## src/rtl/parking_gate_controller.sv

```systemverilog
// Entry-lane gate controller: password check with retry lockout, lot occupancy
// tracking and a directly driven LED / two-digit seven-segment indicator panel.
module parking_gate_controller #(
  parameter int unsigned         PW_WIDTH       = 2,
  parameter logic [PW_WIDTH-1:0] PASSWORD_1     = 2'b01,
  parameter logic [PW_WIDTH-1:0] PASSWORD_2     = 2'b10,
  parameter int unsigned         CAPACITY       = 8,
  parameter int unsigned         MAX_TRIES      = 3,
  parameter int unsigned         TIMEOUT_CYCLES = 16,
  parameter int unsigned         LOCK_CYCLES    = 16,
  parameter int unsigned         BLINK_DIV      = 4
) (
  input  logic                             clk,
  input  logic                             reset,
  input  logic                             Front_Sensor,
  input  logic                             Back_Sensor,
  input  logic                             Exit_Sensor,
  input  logic [PW_WIDTH-1:0]              password_1,
  input  logic [PW_WIDTH-1:0]              password_2,
  input  logic                             pass_valid,
  output logic                             GREEN_LED,
  output logic                             RED_LED,
  output logic [6:0]                       HEX_1,
  output logic [6:0]                       HEX_2,
  output logic [$clog2(CAPACITY+1)-1:0]    occupancy,
  output logic                             full
);

  localparam int unsigned OCC_W   = $clog2(CAPACITY + 1);
  localparam int unsigned TRY_W   = $clog2(MAX_TRIES + 1);
  localparam int unsigned WAIT_W  = (TIMEOUT_CYCLES > 1) ? $clog2(TIMEOUT_CYCLES) : 1;
  localparam int unsigned LOCK_W  = (LOCK_CYCLES > 1) ? $clog2(LOCK_CYCLES) : 1;
  localparam int unsigned BLINK_W = (BLINK_DIV > 1) ? $clog2(BLINK_DIV) : 1;

  localparam logic [6:0] SEG_OFF = 7'h7F;
  localparam logic [6:0] SEG_F   = 7'b0001110;
  localparam logic [6:0] SEG_L   = 7'b1000111;
  localparam logic [6:0] SEG_E   = 7'b0000110;
  localparam logic [6:0] SEG_N   = 7'b0101011;
  localparam logic [6:0] SEG_6   = 7'b0000010;
  localparam logic [6:0] SEG_0   = 7'b1000000;
  localparam logic [6:0] SEG_5   = 7'b0010010;
  localparam logic [6:0] SEG_P   = 7'b0001100;

  typedef enum logic [2:0] {
    IDLE, WAIT_PASSWORD, WRONG_PASS, RIGHT_PASS, STOP, LOCKOUT
  } state_t;

  state_t              state, state_next;
  logic [TRY_W-1:0]    tries, tries_next;
  logic [WAIT_W-1:0]   wait_cnt;
  logic [LOCK_W-1:0]   lock_cnt;
  logic [BLINK_W-1:0]  blink_cnt;
  logic                blink;
  logic                entry_c;
  logic                pw_correct_c, pw_wrong_c;
  logic [6:0]          hex1_c, hex2_c;
  logic                green_c, red_c;

  assign pw_correct_c = pass_valid && (password_1 == PASSWORD_1) && (password_2 == PASSWORD_2);
  assign pw_wrong_c   = pass_valid && !pw_correct_c;
  assign full         = (occupancy == OCC_W'(CAPACITY));

  always_ff @(posedge clk) begin
    if (reset) state <= IDLE;
    else       state <= state_next;
  end

  // Next state, retry bookkeeping and entry detection.
  always_comb begin
    state_next = state;
    tries_next = tries;
    entry_c    = 1'b0;
    case (state)
      IDLE: if (Front_Sensor && !full) state_next = WAIT_PASSWORD;
      WAIT_PASSWORD, WRONG_PASS, STOP: begin
        if (pw_correct_c) begin
          state_next = RIGHT_PASS;
          tries_next = '0;
        end else if (pw_wrong_c) begin
          tries_next = tries + TRY_W'(1);
          if (tries_next == TRY_W'(MAX_TRIES)) state_next = LOCKOUT;
          else if (state != STOP)             state_next = WRONG_PASS;
        end else if (state == WAIT_PASSWORD && wait_cnt == WAIT_W'(TIMEOUT_CYCLES - 1)) begin
          state_next = IDLE;
          tries_next = '0;
        end
      end
      RIGHT_PASS: begin
        if (Front_Sensor && Back_Sensor) begin
          state_next = STOP;
        end else if (Back_Sensor) begin
          state_next = IDLE;
          entry_c    = 1'b1;
        end
      end
      LOCKOUT: begin
        if (lock_cnt == LOCK_W'(LOCK_CYCLES - 1)) begin
          state_next = IDLE;
          tries_next = '0;
        end
      end
      default: state_next = IDLE;
    endcase
  end

  // Panel decode of the current state; registered below.
  always_comb begin
    hex1_c  = SEG_OFF;
    hex2_c  = SEG_OFF;
    green_c = 1'b0;
    red_c   = 1'b0;
    case (state)
      IDLE: if (full) begin hex1_c = SEG_F; hex2_c = SEG_L; red_c = 1'b1; end
      WAIT_PASSWORD: begin hex1_c = SEG_E; hex2_c = SEG_N; red_c = 1'b1; end
      WRONG_PASS:    begin hex1_c = SEG_E; hex2_c = SEG_E; red_c = blink; end
      RIGHT_PASS:    begin hex1_c = SEG_6; hex2_c = SEG_0; green_c = blink; end
      STOP:          begin hex1_c = SEG_5; hex2_c = SEG_P; red_c = blink; end
      LOCKOUT:       begin hex1_c = SEG_L; hex2_c = SEG_0; red_c = 1'b1; end
      default: ;
    endcase
  end

  always_ff @(posedge clk) begin
    if (reset) begin
      HEX_1     <= SEG_OFF;
      HEX_2     <= SEG_OFF;
      GREEN_LED <= 1'b0;
      RED_LED   <= 1'b0;
    end else begin
      HEX_1     <= hex1_c;
      HEX_2     <= hex2_c;
      GREEN_LED <= green_c;
      RED_LED   <= red_c;
    end
  end

  // Counters restart whenever their state is (re)entered.
  always_ff @(posedge clk) begin
    if (reset) begin
      tries     <= '0;
      wait_cnt  <= '0;
      lock_cnt  <= '0;
      blink_cnt <= '0;
      blink     <= 1'b0;
    end else begin
      tries    <= tries_next;
      wait_cnt <= (state == WAIT_PASSWORD && state_next == WAIT_PASSWORD) ?
                  wait_cnt + WAIT_W'(1) : '0;
      lock_cnt <= (state == LOCKOUT && state_next == LOCKOUT) ?
                  lock_cnt + LOCK_W'(1) : '0;
      if (blink_cnt == BLINK_W'(BLINK_DIV - 1)) begin
        blink_cnt <= '0;
        blink     <= ~blink;
      end else begin
        blink_cnt <= blink_cnt + BLINK_W'(1);
      end
    end
  end

  // Simultaneous entry and exit cancel; both directions saturate.
  always_ff @(posedge clk) begin
    if (reset) begin
      occupancy <= '0;
    end else if (entry_c && !Exit_Sensor) begin
      if (!full) occupancy <= occupancy + OCC_W'(1);
    end else if (Exit_Sensor && !entry_c) begin
      if (occupancy != '0) occupancy <= occupancy - OCC_W'(1);
    end
  end

endmodule

```

## config.mk

```make
export PLATFORM = sky130hd
export DESIGN_NAME = parking_gate_controller
export DESIGN_NICKNAME = d
export VERILOG_FILES = /design/src/rtl/parking_gate_controller.sv
export SDC_FILE = /design/constraint.sdc
export NUM_CORES = 1
export LEC_CHECK = 0
export BUFFER_PORTS_ARGS = -buffer_cell sky130_fd_sc_hd__buf_2
export CORE_ASPECT_RATIO = 0.7
export CORE_MARGIN = 5
export CORE_UTILIZATION = 30
export CTS_CLUSTER_DIAMETER = 50
export DETAILED_ROUTE_END_ITERATION = 16
export GPL_ROUTABILITY_DRIVEN = 0
export MAX_ROUTING_LAYER = met4
export PLACE_DENSITY_LB_ADDON = 0.1
export SLEW_MARGIN = 20
export SYNTH_ARGS = -nofsm -noshare
export SYNTH_HDL_FRONTEND = slang
export SYNTH_SLANG_ARGS = --single-unit
```

## constraint.sdc

```tcl
create_clock -name clk -period 6.35 [get_ports clk]
set_input_delay 0.3175 -clock clk [delete_from_list [all_inputs] [get_ports clk]]
set_output_delay 0.3175 -clock clk [all_outputs]
set_load 0.1 [all_outputs]
```

==> impl_metrics.yaml <==
power:
  p_sw_mw: 0.437
  share_comb_of_total_power: 0.491
  ir_drop_mv: 0.157
  design_power_total_mw: 0.859
  seqPwrFrac: 0.328
  clkPwrFrac: 0.181
  swShare: 0.509
  p_per_area_nw_per_um2: 443
  p_int_mw: 0.422
  leakage_nw: 0.804
run_status:
  run_status: "finished clean"
die:
  die_x_um: 99.7
  die_h_um: 72.8
  pin_count: 31
  rows: 22
  start_util: 0.316
  coreArea_um2: 5340
  dieArea_um2: 7260
route:
  viasPerCell: 4.87
  ant_nets: 0
  via_count: 1353
  dr.pass1.iters: 5
  drt_iter0_markers: 47
  drc: 0
  wirelength_um: 3890
  avgRoutedWirePerCell_um: 14.0
min_path:
  min_to: "blink"
  whs_path_depth: 2
  min_from: "reset"
  hold_path_class: "in -> reg"
logic_synthesis:
  synth_nets: 200
  ys_seq_area_frac: 0.391
  yosys_warnings: 0
  async_reset_ff_frac: 0
  synth.most_common_cell: "dfxtp_1"
  avgSynthCellArea_um2: 9.33
  ys_seq_elements: 33
  synthesis.area_um2: 1690
  synth_top_area_cell: "dfxtp_1"
  synthFlopType: "dfxtp_1"
  synth.area.top_cells: "dfxtp_1, ha_1, nor2_1"
  yosysTopAreaCellShare: 0.391
  synthDistinctLibCells: 54
  synth_edf_count: 0
  yosys-top-cells-count: "dfxtp_1, nor2_1, nand2_1, ha_1, nand3_1"
  synthCells: 181
clocking:
  hold_buffers: 0
  clk_latency_ns: 0.28
  post_cts_buffers: 0
  clockBufferDepth: 2
  cts_max_level: 2
  cts-root-buf: "clkbuf_8"
  cts_tree: "done"
  cts_resized: 0
  numCtsBuffers: 5
  numClockSinks: 33
  clk_pin_slew_worst_paths_ns: 0.06
global_route:
  overflow: 0
  use_met1: 0.150
  grt_busiest_layer: "met2"
  grt_start_max_net_pins: 22
  grt_pass1_vias: 1310
  grt_pass1_wl_um: 6410
  antenna_found_initial: 0
  met3_usage: 0.0382
  track_usage: 0.116
  use_met2: 0.168
timing:
  hold_ws_ns: 0.406
  fin_worst_skew_ns: 0.00716
  setup-tns-final_ns: 0
  slew_viol_final: 0
  fin_crit_ns: 2.92
  fmax_mhz: 342
  hold_viol_final: 0
  tightest_slew_ns: 0.717
  timing.final.ws_setup_ns: 3.43
  fin_crit_sh: 0.461
  rsz0062_at_grt: "no"
  finalSetupViolCount: 0
  relSlewSlack: 0.522
run:
  drv_cap: 0
setup_path:
  cp.arrival_ns: 3.08
  startpoint: "state[0]"
  regToRegSetupSlack_ns: 3.43
  reg2reg_from: "state[0]"
  reg2reg_depth: 9
  r2r-end: "occupancy[3]"
  crit_path_end_kind: "flip-flop"
  critPathRequiredTime_ns: 6.51
  start_kind: "flip-flop"
  crit_type: "reg -> reg"
  critPathMaxFanout: 19
layout:
  nNetsFinal: 225
  utilization: 0.363
  n_antenna_cell: 0
  fill_cells: 569
  syn2layout_area_growth_pct: 14.9
  drive_gt1_frac: 0.228
placement:
  preCtsSetupSlack_ns: 3.48
  dp_hpwl_um: 2960
  io_buffers: 29
-- cell usage in the layout, fill, tap and decap left out, types with 5 or more instances in the layout --
master    count
nor2_1       20
clkbuf_8      6
buf_2        29
ha_1          8
inv_1         5
nand2b_1      7
nand3_1       8
nand2_1      13
a21oi_1       5
dfxtp_1      33
-- how the worst max path moves through the flow --
stage | to
after floorplan | HEX_1[0]
after global placement | occupancy[3]
after detailed placement | occupancy[3]
after CTS | occupancy[3]
after global routing | occupancy[3]
final | occupancy[3]
-- final cells by class --
| type | count | area [um2] | share of cell area |
|---|---|---|---|
| flip-flops and latches | 33 | 661 | 0.340 |
| repair buffers | 29 | 145 | 0.0748 |
| multi-input cells | 131 | 936 | 0.482 |
| clock buffers | 7 | 86.3 | 0.0445 |
| well taps | 72 | 90.1 | 0.0464 |
| inverters | 6 | 22.5 | 0.0116 |
-- flip-flops by register name (all words and copies together) (netlist names), 2 cells and up --
register and cells:
tries 2, state 3, blink_cnt 2, HEX_1 4, lock_cnt 4, occupancy 4, HEX_2 7, wait_cnt 4
-- power by group through the flow --
stage | sequential, mW | clock, mW | combinational [mW]
after CTS | 0.282 | 0.160 | 0.423
final | 0.282 | 0.156 | 0.422
after floorplan | 0.454 | 0 | 0.192
after global placement | 0.282 | 0 | 0.418
after global routing | 0.287 | 0.169 | 0.444
after detailed placement | 0.286 | 0 | 0.421
-- cell families after synthesis --
logic type                 Yosys count  share of synthesized area
xor gates and xnor gates             8                     0.0459
DFF                                 33                      0.391
buffers and inverters               17                     0.0548
and+or+nand+nor                     82                      0.298
other                                1                    0.00222
muxes                                4                     0.0237
adders and majority gates            9                     0.0711
AOI/OAI and AO/OA                   27                      0.113
-- worst max-delay path: stages (launching register included) --
cell and delay (ns):
dfxtp_1 0.72, nand2_1 0.19, nor4b_1 0.38, ha_1 0.31, inv_1 0.12, ha_1 0.30
a21o_1 0.18, a21oi_1 0.28, mux2i_1 0.24, nand4_1 0.10
-- per-layer routing --
metal | share of wire | vias up
met5 | 0 | -
met4 | 0.014 | 0
met3 | 0.064 | 7
met2 | 0.42 | 37
met1 | 0.50 | 626
li1 | - | 683
-- metrics by stage --
stage / area (um2) / instances
CTS: 1940 / 278
global route: 1940 / 278
global placement: 1850 / 271
floorplan: 1690 / 181
finish: 1940 / 278
detailed placement: 1850 / 271
(Power assumes the default switching activity.)
